$ cat src/rtl/bullet_pool_pkg.sv
// Shared screen and bullet geometry constants for the shooter datapath.
// Reused by the ship, enemy and bullet blocks.
package bullet_pool_pkg;

    localparam int SCREEN_W     = 640;
    localparam int COORD_W      = 10;
    localparam int XW           = COORD_W + 1;
    localparam int DEF_B_WIDTH  = 12;
    localparam int DEF_B_HEIGHT = 3;
    localparam int DEF_B_SPEED  = 30;
    localparam int CD_W         = 8;

    function automatic logic [XW-1:0] widen(input logic [COORD_W-1:0] c);
        return {1'b0, c};
    endfunction

endpackage

$ cat src/rtl/bullet_slot.sv
// One bullet slot: active flag, position, per-frame move/retire
// and the pixel hit-test used by the draw path.
module bullet_slot
    import bullet_pool_pkg::*;
#(
    parameter int B_WIDTH  = DEF_B_WIDTH,
    parameter int B_HEIGHT = DEF_B_HEIGHT,
    parameter int B_SPEED  = DEF_B_SPEED,
    parameter int X_LIMIT  = SCREEN_W
) (
    input  logic               clk,
    input  logic               rst_n,
    input  logic               tick,
    input  logic               spawn,
    input  logic               kill,
    input  logic [COORD_W-1:0] spawn_x,
    input  logic [COORD_W-1:0] spawn_y,
    input  logic [COORD_W-1:0] pix_x,
    input  logic [COORD_W-1:0] pix_y,
    output logic               active,
    output logic               covers
);

    logic               active_q, active_d;
    logic [COORD_W-1:0] bx_q, bx_d;
    logic [COORD_W-1:0] by_q, by_d;
    logic [XW-1:0]      nx;
    logic [XW-1:0]      px, py, xe, ye;

    // Spawn only targets free slots, so it never races a live kill.
    always_comb begin
        active_d = active_q;
        bx_d     = bx_q;
        by_d     = by_q;
        nx       = widen(bx_q) + XW'(B_SPEED);
        if (spawn) begin
            active_d = 1'b1;
            bx_d     = spawn_x;
            by_d     = spawn_y;
        end else if (kill) begin
            active_d = 1'b0;
        end else if (tick && active_q) begin
            if (nx >= XW'(X_LIMIT)) begin
                active_d = 1'b0;
            end else begin
                bx_d = nx[COORD_W-1:0];
            end
        end
    end

    always_ff @(posedge clk or negedge rst_n) begin
        if (!rst_n) begin
            active_q <= 1'b0;
            bx_q     <= '0;
            by_q     <= '0;
        end else begin
            active_q <= active_d;
            bx_q     <= bx_d;
            by_q     <= by_d;
        end
    end

    always_comb begin
        px     = widen(pix_x);
        py     = widen(pix_y);
        xe     = widen(bx_q);
        ye     = widen(by_q);
        covers = active_q
               && (px >= xe) && (px < xe + XW'(B_WIDTH))
               && (py >= ye) && (py < ye + XW'(B_HEIGHT));
    end

    assign active = active_q;

endmodule

$ cat src/rtl/bullet_pool.sv
// Multi-bullet projectile engine: frame tick, slot pool, cooldown,
// hit decode and the per-pixel draw strobe for the VGA mixer.
module bullet_pool
    import bullet_pool_pkg::*;
#(
    parameter int N_BULLETS = 4,
    parameter int B_WIDTH   = DEF_B_WIDTH,
    parameter int B_HEIGHT  = DEF_B_HEIGHT,
    parameter int B_SPEED   = DEF_B_SPEED,
    parameter int X_LIMIT   = SCREEN_W,
    parameter int OFF_X     = 25,
    parameter int OFF_Y     = 14,
    parameter int COOLDOWN  = 8,
    parameter int IDX_W     = (N_BULLETS > 1) ? $clog2(N_BULLETS) : 1
) (
    input  logic                 clk,
    input  logic                 rst_n,
    input  logic                 v_sync,
    input  logic [9:0]           pix_x,
    input  logic [9:0]           pix_y,
    input  logic                 shoot,
    input  logic [9:0]           ship_x,
    input  logic [9:0]           ship_y,
    input  logic                 hit_valid,
    input  logic [IDX_W-1:0]     hit_idx,
    output logic [N_BULLETS-1:0] active_mask,
    output logic                 fire_pulse,
    output logic                 bullet_on,
    output logic [IDX_W-1:0]     bullet_idx
);

    logic                 v_sync_q, v_sync_d;
    logic                 armed_q, armed_d;
    logic [CD_W-1:0]      cd_q, cd_d;
    logic                 fire_pulse_q, fire_pulse_d;
    logic                 tick, fire;
    logic [N_BULLETS-1:0] active, covers;
    logic [N_BULLETS-1:0] free_oh, spawn_vec, kill_vec;
    logic [COORD_W-1:0]   spawn_x, spawn_y;

    // armed_q forces a fresh low-then-high on v_sync after reset.
    always_comb begin
        v_sync_d = v_sync;
        armed_d  = armed_q | ~v_sync;
        tick     = v_sync & ~v_sync_q & armed_q;
        free_oh  = '0;
        for (int i = N_BULLETS - 1; i >= 0; i--) begin
            if (!active[i]) begin
                free_oh    = '0;
                free_oh[i] = 1'b1;
            end
        end
        fire      = tick & shoot & (cd_q == '0) & (|free_oh);
        spawn_vec = fire ? free_oh : '0;
        spawn_x   = ship_x + COORD_W'(OFF_X);
        spawn_y   = ship_y + COORD_W'(OFF_Y);
        cd_d      = cd_q;
        if (fire) begin
            cd_d = CD_W'(COOLDOWN);
        end else if (tick && cd_q != '0) begin
            cd_d = cd_q - 1'b1;
        end
        fire_pulse_d = fire;
    end

    always_comb begin
        kill_vec = '0;
        for (int i = 0; i < N_BULLETS; i++) begin
            kill_vec[i] = hit_valid && (hit_idx == IDX_W'(i));
        end
    end

    always_ff @(posedge clk or negedge rst_n) begin
        if (!rst_n) begin
            v_sync_q     <= 1'b0;
            armed_q      <= 1'b0;
            cd_q         <= '0;
            fire_pulse_q <= 1'b0;
        end else begin
            v_sync_q     <= v_sync_d;
            armed_q      <= armed_d;
            cd_q         <= cd_d;
            fire_pulse_q <= fire_pulse_d;
        end
    end

    for (genvar g = 0; g < N_BULLETS; g++) begin : g_slot
        bullet_slot #(
            .B_WIDTH  (B_WIDTH),
            .B_HEIGHT (B_HEIGHT),
            .B_SPEED  (B_SPEED),
            .X_LIMIT  (X_LIMIT)
        ) u_slot (
            .clk     (clk),
            .rst_n   (rst_n),
            .tick    (tick),
            .spawn   (spawn_vec[g]),
            .kill    (kill_vec[g]),
            .spawn_x (spawn_x),
            .spawn_y (spawn_y),
            .pix_x   (pix_x),
            .pix_y   (pix_y),
            .active  (active[g]),
            .covers  (covers[g])
        );
    end

    always_comb begin
        bullet_on  = |covers;
        bullet_idx = '0;
        for (int i = N_BULLETS - 1; i >= 0; i--) begin
            if (covers[i]) begin
                bullet_idx = IDX_W'(i);
            end
        end
    end

    assign active_mask = active;
    assign fire_pulse  = fire_pulse_q;

endmodule

$ cat config.mk
export PLATFORM = sky130hd
export DESIGN_NAME = bullet_pool
export DESIGN_NICKNAME = d
export VERILOG_FILES = /design/src/rtl/bullet_pool_pkg.sv /design/src/rtl/bullet_slot.sv /design/src/rtl/bullet_pool.sv
export SDC_FILE = /design/constraint.sdc
export NUM_CORES = 1
export LEC_CHECK = 0
export CAP_MARGIN = 20
export CORE_MARGIN = 5
export CORE_UTILIZATION = 45
export DETAILED_ROUTE_END_ITERATION = 16
export PLACE_DENSITY = 0.71
export SYNTH_ARGS = -nofsm -noshare
export SYNTH_HDL_FRONTEND = slang
export SYNTH_SLANG_ARGS = --single-unit
$ cat constraint.sdc
create_clock -name clk -period 5.4 [get_ports clk]
set_input_delay 0.81 -clock clk [delete_from_list [all_inputs] [get_ports clk]]
set_output_delay 0.81 -clock clk [all_outputs]
set_load 0.02 [all_outputs]
==> summary.md, run 1 <==
| Metric | Value |
|---|---|
| Status | `finished clean` |
| GRT Overall Usage | `22.3%` |
| Post-synth EDFFs | `0` |
| Share of the synthesized area in the top cell type | `25.3%` |
| Number of port buffers | `54` |
| CP max FO | `8` |
| Final non-filler cell total | `1,408` |
| Vias in the first global route | `8,205` |
| I/O Pins | `55` |
| Horiz. Die Dim | `154 um` |
| DRC errors left | `0` |
| Die area | `23,800 um^2` |
| Slew Viols, Final | `0` |
| Largest cells by area after synthesis | `dfrtp_1 25%, ha_1 23%, xnor2_1 7.1%` |
| Class of the worst hold path | `flip-flop to flip-flop` |
| Antenna violations before repair | `0` |
| DR pass1 iterations | `5` |
| Antenna cells | `0` |
| MaxCap Viol Count | `0` |
| Drt wl/cell | `18.7 um` |
| RSZ-0062 raised after global routing | `false` |
| Adder-Cell Fraction of Synth Area | `22.8%` |
| Power per standard cell area | `257 nW/um^2` |
| Post-synthesis xor/xnor area fraction | `8.77%` |
| Clock sink count | `95` |
| Post-route ant nets | `0` |
| Hold Slack | `0.480 ns` |
| Post-cts repair resize count | `0` |
| Relative slew slack | `34.5%` |
| Vias/cell | `5.81` |
| # rows | `52` |
| Largest family of logic cells by synthesized area | `adder cells` |
| Post-layout nets | `1,351` |
| Highest Clock Rate | `0.206 GHz` |
| Crit path DAT | `4.05 ns` |
| Leak | `4.49 nW` |
| Setup violators final | `0` |
| Synth area leader | `dfrtp_1` |
| # hold bufs at CTS | `0` |
| Mux share of post-synthesis cell area | `0.533%` |
| Critical Path Sink Type | `output port` |
| Hold Vio Cnt, Final | `0` |
| Worst-case reg-to-reg path depth | `8` |
| Hold path depth | `1` |
| Largest net degree at the start of global routing | `61` |
| Synthesized net count | `1,308` |
| Register area share after synthesis | `25.3%` |
| Core area | `20,400 um^2` |
| Post-CTS setup buffer count | `0` |
| Initial Utilization | `46.1%` |
| Count of cell types in the netlist | `75` |
| Root Buffer | `clkbuf_16` |
| Post-synthesis compound-gate area fraction | `19.6%` |
| Post-route minimum period | `4.86 ns` |
| Detailed Place HPWL | `20.4 mm` |
| Netlist Area Pre-Place | `9380 um^2` |
| R2R setup slack | `2.35 ns` |
| Total area of sequential cells | `2380 um^2` |
| Gpl congestion | `0.930` |
| Main synth FF type | `dfrtp_1` |
| Filler instances | `1,940` |
| Global-route wire length before repair | `42.8 mm` |
| DRT Wirelength | `26.3 mm` |
| Worst Skew | `0.0134 ns` |
| CTS tree | `yes` |
| Area growth, synth to finish | `11.4%` |
| VDD IR-drop max | `191 uV` |
| Inserted Clock Buffers | `9` |
| Footprint of the multi-input gates | `6480 um^2` |
| Crit share post-route | `90.0%` |
| Worst-Skew Late Latency | `0.36 ns` |
| Worst setup SP type | `input pin` |
| Yosys reg bits | `95` |
| Die height | `154 um` |
| Overall power | `2.69 mW` |
| Vias | `8,185` |
| Syn Inst Count | `1,090` |
| Least-Margin Pin Slew | `0.982 ns` |
| Post-synthesis async set-or-reset flop share | `100%` |
| Final setup TNS | `0 ns` |
| Clk slew on worst S/H paths | `0.08 ns` |
| Global route overflow | `0` |
| Placed Instances | `1,390` |
| Post-Synth Simple-Gate Area | `17.3%` |
| DR iter-0 viols | `576` |
| Synth warn | `0` |
| Syn avg cell area | `8.61 um^2` |
| Share of layout cells above drive strength 1 | `4.66%` |
| Finished Core Util | `51.3%` |
| Crit path required time | `4.59 ns` |
| CTS H-tree depth | `3` |
| Clock Tree Buf Depth | `2` |
| CP Class | `input pin to output port` |
## critical path: stages
cell	delay, ns
clkdlybuf4s50_1	0.76
ha_1	0.32
o21a_1	0.17
o211ai_1	0.15
a31oi_1	0.06
a2111oi_0	0.48
o221a_2	0.26
and4b_1	0.31
nand3b_1	0.14
clkdlybuf4s50_1	0.60
## metrics by stage
stage                     setup WS (ns)  instance area, um^2
after floorplan                    1.68                 9380
after global placement            0.555                10100
after detailed placement          0.554                10100
after CTS                         0.538                10400
after global routing              0.244                10500
final                             0.539                10500
## metal layers
metal	vias up	share of wire (%)	GRT usage, %
met2	241	46	36.5
met5	-	0	0
met3	52	5.5	3.66
met4	0	3.1	8.03
met1	3883	45	29.9
li1	4009	-	-
## cells in the mapped netlist, types with 5 or more instances
| master | count |
|---|---|
| nand3_1 | 34 |
| o2111ai_1 | 11 |
| nand4_1 | 13 |
| nor2b_1 | 7 |
| clkbuf_1 | 13 |
| nor3_1 | 22 |
| o21ai_0 | 107 |
| nor4_1 | 7 |
| buf_4 | 7 |
| a22oi_1 | 5 |
| a21o_1 | 11 |
| xnor2_1 | 76 |
| ha_1 | 171 |
| nor2_1 | 54 |
| dfrtp_1 | 95 |
| a21boi_0 | 6 |
| and3_1 | 10 |
| buf_2 | 6 |
| inv_1 | 89 |
| buf_6 | 5 |
| nand3b_1 | 5 |
| nor3b_1 | 6 |
| a211oi_1 | 18 |
| a21oi_1 | 39 |
| nand2_1 | 120 |
| o21a_1 | 17 |
| a221o_1 | 5 |
| o211ai_1 | 11 |
| xor2_1 | 18 |
| a31oi_1 | 5 |
| nand2b_1 | 11 |
## sequential cells by signal, summed over array words and instances (netlist names)
name,cells
g_slot.u_slot.bx_q,40
fire_pulse,1
g_slot.u_slot.active,4
armed_q,1
v_sync_q,1
g_slot.u_slot.by_q,40
cd_q,8
## worst paths after layout
path                                                             end                start
worst max-delay path                                       bullet_on             pix_x[5]
worst min-delay path                             cd_q[6]$_DFFE_PN0P_  cd_q[6]$_DFFE_PN0P_
worst max register to register  g_slot[2].u_slot.bx_q[4]$_DFFE_PN0P_  cd_q[3]$_DFFE_PN0P_
worst min register to register                   cd_q[6]$_DFFE_PN0P_  cd_q[6]$_DFFE_PN0P_
max in group asynchronous       g_slot[0].u_slot.by_q[0]$_DFFE_PN0P_                rst_n
min in group asynchronous                        cd_q[3]$_DFFE_PN0P_                rst_n
## power by group
part,total [mW],internal (mW),switching (mW),leakage (nW)
sequential,0.974,0.816,0.158,1.17
clock,0.653,0.334,0.319,0.146
combinational,1.06,0.477,0.582,3.17
## kinds of logic (layout without fill, tap and decap cells)
logic type / count (synthesis) / after routing
mux: 4 / 4
xor+xnor: 94 / 94
compound gates: 281 / 281
flops: 95 / 95
fa+ha+maj: 171 / 171
buf+inv: 121 / 169
simple gates: 324 / 324
## cells in the final DEF (no fill, tap or decap), types with 9 or more instances in the layout
cell type / count
clkbuf_16: 9
inv_1: 89
nand2_1: 120
a211oi_1: 18
dfrtp_1: 95
nand2b_1: 11
nand3_1: 34
nand4_1: 13
buf_4: 9
xor2_1: 18
o21a_1: 17
nor2_1: 54
o211ai_1: 11
clkdlybuf4s50_1: 53
ha_1: 171
nor3_1: 22
a21oi_1: 39
a21o_1: 11
xnor2_1: 76
o2111ai_1: 11
and3_1: 10
o21ai_0: 107
## final cells by class
class                   instances  share of cell area, %
well taps                     270                   3.23
flip-flops and latches         95                   22.7
clock buffers                  10                   2.29
clock inverters                 6                  0.491
multi-input cells             874                   62.0
repair buffers                 64                   6.09
inverters                      89                   3.20
(Power assumes the default switching activity.)
==> run 2, diff against run 1 <==
SLEW_MARGIN = 20   (was default)
==> summary.md, run 2 (synthesis results as in run 1) <==
| Metric | Value |
|---|---|
| CTS H-tree depth | `3 (unchanged)` |
| Most frequent cells in the layout | `171 x ha_1, 120 x nand2_1, 107 x o21ai_0, 95 x dfrtp_1, 89 x inv_1` |
| Placed Instances | `1,390 (unchanged)` |
| Crit path DAT | `4.08 ns (+0.03 ns)` |
| CP max FO | `8 (unchanged)` |
| Vias | `8,227 (+0.51%)` |
| Sequential Power Share | `36.3% (about the same)` |
| DRC errors left | `0 (unchanged)` |
| Crit share post-route | `90.5% (+0.51 points)` |
| CP Cell Sequence | `clkdlybuf4s50_1 > ha_1 > o21a_1 > o211ai_1 > a31oi_1 > a2111oi_0 > o221a_2 > and4b_1 > nand3b_1 > clkdlybuf4s50_1` |
| Status | `finished clean` |
| DP Worst Slack | `0.554 ns (unchanged)` |
| P_int | `1.63 mW (about the same)` |
| Die area | `23,800 um^2 (unchanged)` |
| Clk slew on worst S/H paths | `0.08 ns (about the same)` |
| Slew Viols, Final | `0 (unchanged)` |
| Final setup TNS | `0 ns (unchanged)` |
| DR iter-0 viols | `637 (+11%)` |
| Global-route wire length before repair | `42.8 mm (unchanged)` |
| CTS tree | `yes` |
| Share of layout cells above drive strength 1 | `4.58% (-0.080 points)` |
| Vias/cell | `5.85 (+0.66%)` |
| Clock sink count | `95 (unchanged)` |
| Detailed Place HPWL | `20.4 mm (unchanged)` |
| Class of the worst hold path | `flip-flop to flip-flop` |
| Critical Path Sink Type | `output port` |
| Hold path start | `cd_q[6]$_DFFE_PN0P_` |
| Post-CTS setup buffer count | `0 (unchanged)` |
| Drt wl/cell | `18.7 um (+0.10%)` |
| Power per standard cell area | `258 nW/um^2 (+0.27%)` |
| Worst-Skew Late Latency | `0.36 ns (about the same)` |
| Post-layout nets | `1,349 (-0.15%)` |
| Setup violators final | `0 (unchanged)` |
| Relative slew slack | `34.7% (+0.17 points)` |
| Antenna violations before repair | `0 (unchanged)` |
| RSZ-0062 raised after global routing | `false` |
| CP Class | `input pin to output port` |
| Core area | `20,400 um^2 (unchanged)` |
| Buf/Inv on CP | `2 (unchanged)` |
| VDD IR-drop max | `191 uV (about the same)` |
| Final non-filler cell total | `1,406 (-0.14%)` |
| Met2 WL | `12.2 mm (+0.35%)` |
| Clock Tree Buf Depth | `2 (unchanged)` |
| Vias in the first global route | `8,205 (unchanged)` |
| Worst-case reg-to-reg path depth | `8 (unchanged)` |
| Hold Vio Cnt, Final | `0 (unchanged)` |
| MaxCap Viol Count | `0 (unchanged)` |
| DRT Wirelength | `26.3 mm (about the same)` |
| # hold bufs at CTS | `0 (unchanged)` |
| Clock share of power | `24.3% (about the same)` |
| Number of port buffers | `54 (unchanged)` |
| Worst R2R End | `g_slot[2].u_slot.bx_q[4]$_DFFE_PN0P_` |
| Met1 WL | `11.9 mm (-0.14%)` |
| Worst Skew | `0.0135 ns (+0.000101 ns)` |
| Post-cts repair resize count | `0 (unchanged)` |
| Hold path depth | `1 (unchanged)` |
| Worst setup SP type | `input pin` |
| Root Buffer | `clkbuf_16` |
| Most common cell after layout, fill and taps aside | `ha_1` |
| Least-Margin Pin Slew | `0.980 ns (-0.00262 ns)` |
| Switch share | `39.4% (about the same)` |
| Final worst slack | `0.512 ns (-0.0274 ns)` |
| Leak | `4.47 nW (-0.44%)` |
| Largest stage delay on the critical path | `0.77 ns (about the same)` |
| Initial Utilization | `46.1% (unchanged)` |
| Worst r2r src | `cd_q[3]$_DFFE_PN0P_` |
| Psw | `1.06 mW (about the same)` |
| I/O Pins | `55 (unchanged)` |
| Area growth, synth to finish | `11.1%` |
| R2R setup slack | `2.35 ns (about the same)` |
| Largest delay contributor family on the critical path | `buffers and inverters` |
| Inserted Clock Buffers | `9 (unchanged)` |
| Global route overflow | `0 (unchanged)` |
| Horiz. Die Dim | `154 um (unchanged)` |
| # rows | `52 (unchanged)` |
| Min-Delay Endpoint | `cd_q[6]$_DFFE_PN0P_` |
| DR pass1 iterations | `5 (unchanged)` |
| Crit path required time | `4.59 ns (about the same)` |
| Routed wl met3 | `1.45 mm (unchanged)` |
| DR top layer | `met4` |
| GRT Overall Usage | `22.3% (unchanged)` |
| Largest regs | `g_slot.u_slot.bx_q x40, g_slot.u_slot.by_q x40, cd_q x8` |
| Gpl congestion | `0.930 (unchanged)` |
| Comb pwr share | `39.5% (about the same)` |
| Filler instances | `1,945 (+0.26%)` |
| Most used cell, CP | `clkdlybuf4s50_1` |
| Hold Slack | `0.479 ns (-0.000228 ns)` |
| Post-route minimum period | `4.89 ns (+0.0274 ns)` |
| Largest net degree at the start of global routing | `61 (unchanged)` |
| Antenna cells | `0 (unchanged)` |
| Post-route ant nets | `0 (unchanged)` |
| Die height | `154 um (unchanged)` |
| Highest Clock Rate | `0.205 GHz (-0.56%)` |
| Critical-path top delay cell | `clkdlybuf4s50_1` |
run 2: changes by cell type in the layout (fill, tap and decap cells not counted):
cell,previous run,this run
nor3_2,4,3
or2_1,1,0
or2_2,2,3
nor3_4,0,1
buf_6,1,0
buf_16,1,0
run 2: per-stage QoR:
stage | power, mW | util, % | instance area (um^2)
final | 2.68 | 51.2 | 10400
after CTS | 2.68 | 51.1 | 10400
after detailed placement | 2.02 | 49.7 | 10100
after floorplan | 1.72 | - | 9380
after global routing | 2.88 | 51.2 | 10400
after global placement | 2.00 | 49.7 | 10100
run 2: cell type report:
type                            instances  area [um^2]  area share [%]
Tap cell                              270          338            3.24
Clock buffer                           10          239            2.29
Inverter                               89          334            3.21
Multi-Input combinational cell        874         6480            62.2
Clock inverter                          6         51.3           0.492
Timing Repair Buffer                   62          598            5.74
Sequential cell                        95         2380            22.8
run 2: per-layer routing:
metal	track usage, %	vias up
met4	8.03	0
met1	29.9	3914
met2	36.5	255
met3	3.66	51
met5	0	-
li1	-	4007
run 2: worst max path at each step:
stage,slack [ns],startpoint,cells past startpoint,to
after floorplan,1.68,g_slot[2].u_slot.by_q[0]$_DFFE_PN0P_,13,bullet_idx[1]
after global placement,0.56,pix_x[5],10,bullet_on
after detailed placement,0.55,pix_x[6],9,bullet_on
after CTS,0.54,g_slot[2].u_slot.by_q[1]$_DFFE_PN0P_,15,bullet_idx[0]
after global routing,0.24,g_slot[2].u_slot.by_q[0]$_DFFE_PN0P_,15,bullet_idx[1]
final,0.51,pix_x[5],10,bullet_on
run 2: power groups by stage:
stage | logic (mW) | registers [mW] | clock network (mW)
after detailed placement | 1.04 | 0.983 | 0
after CTS | 1.05 | 0.970 | 0.661
final | 1.06 | 0.974 | 0.651
after floorplan | 0.808 | 0.909 | 0
after global routing | 1.20 | 0.993 | 0.687
after global placement | 1.02 | 0.980 | 0
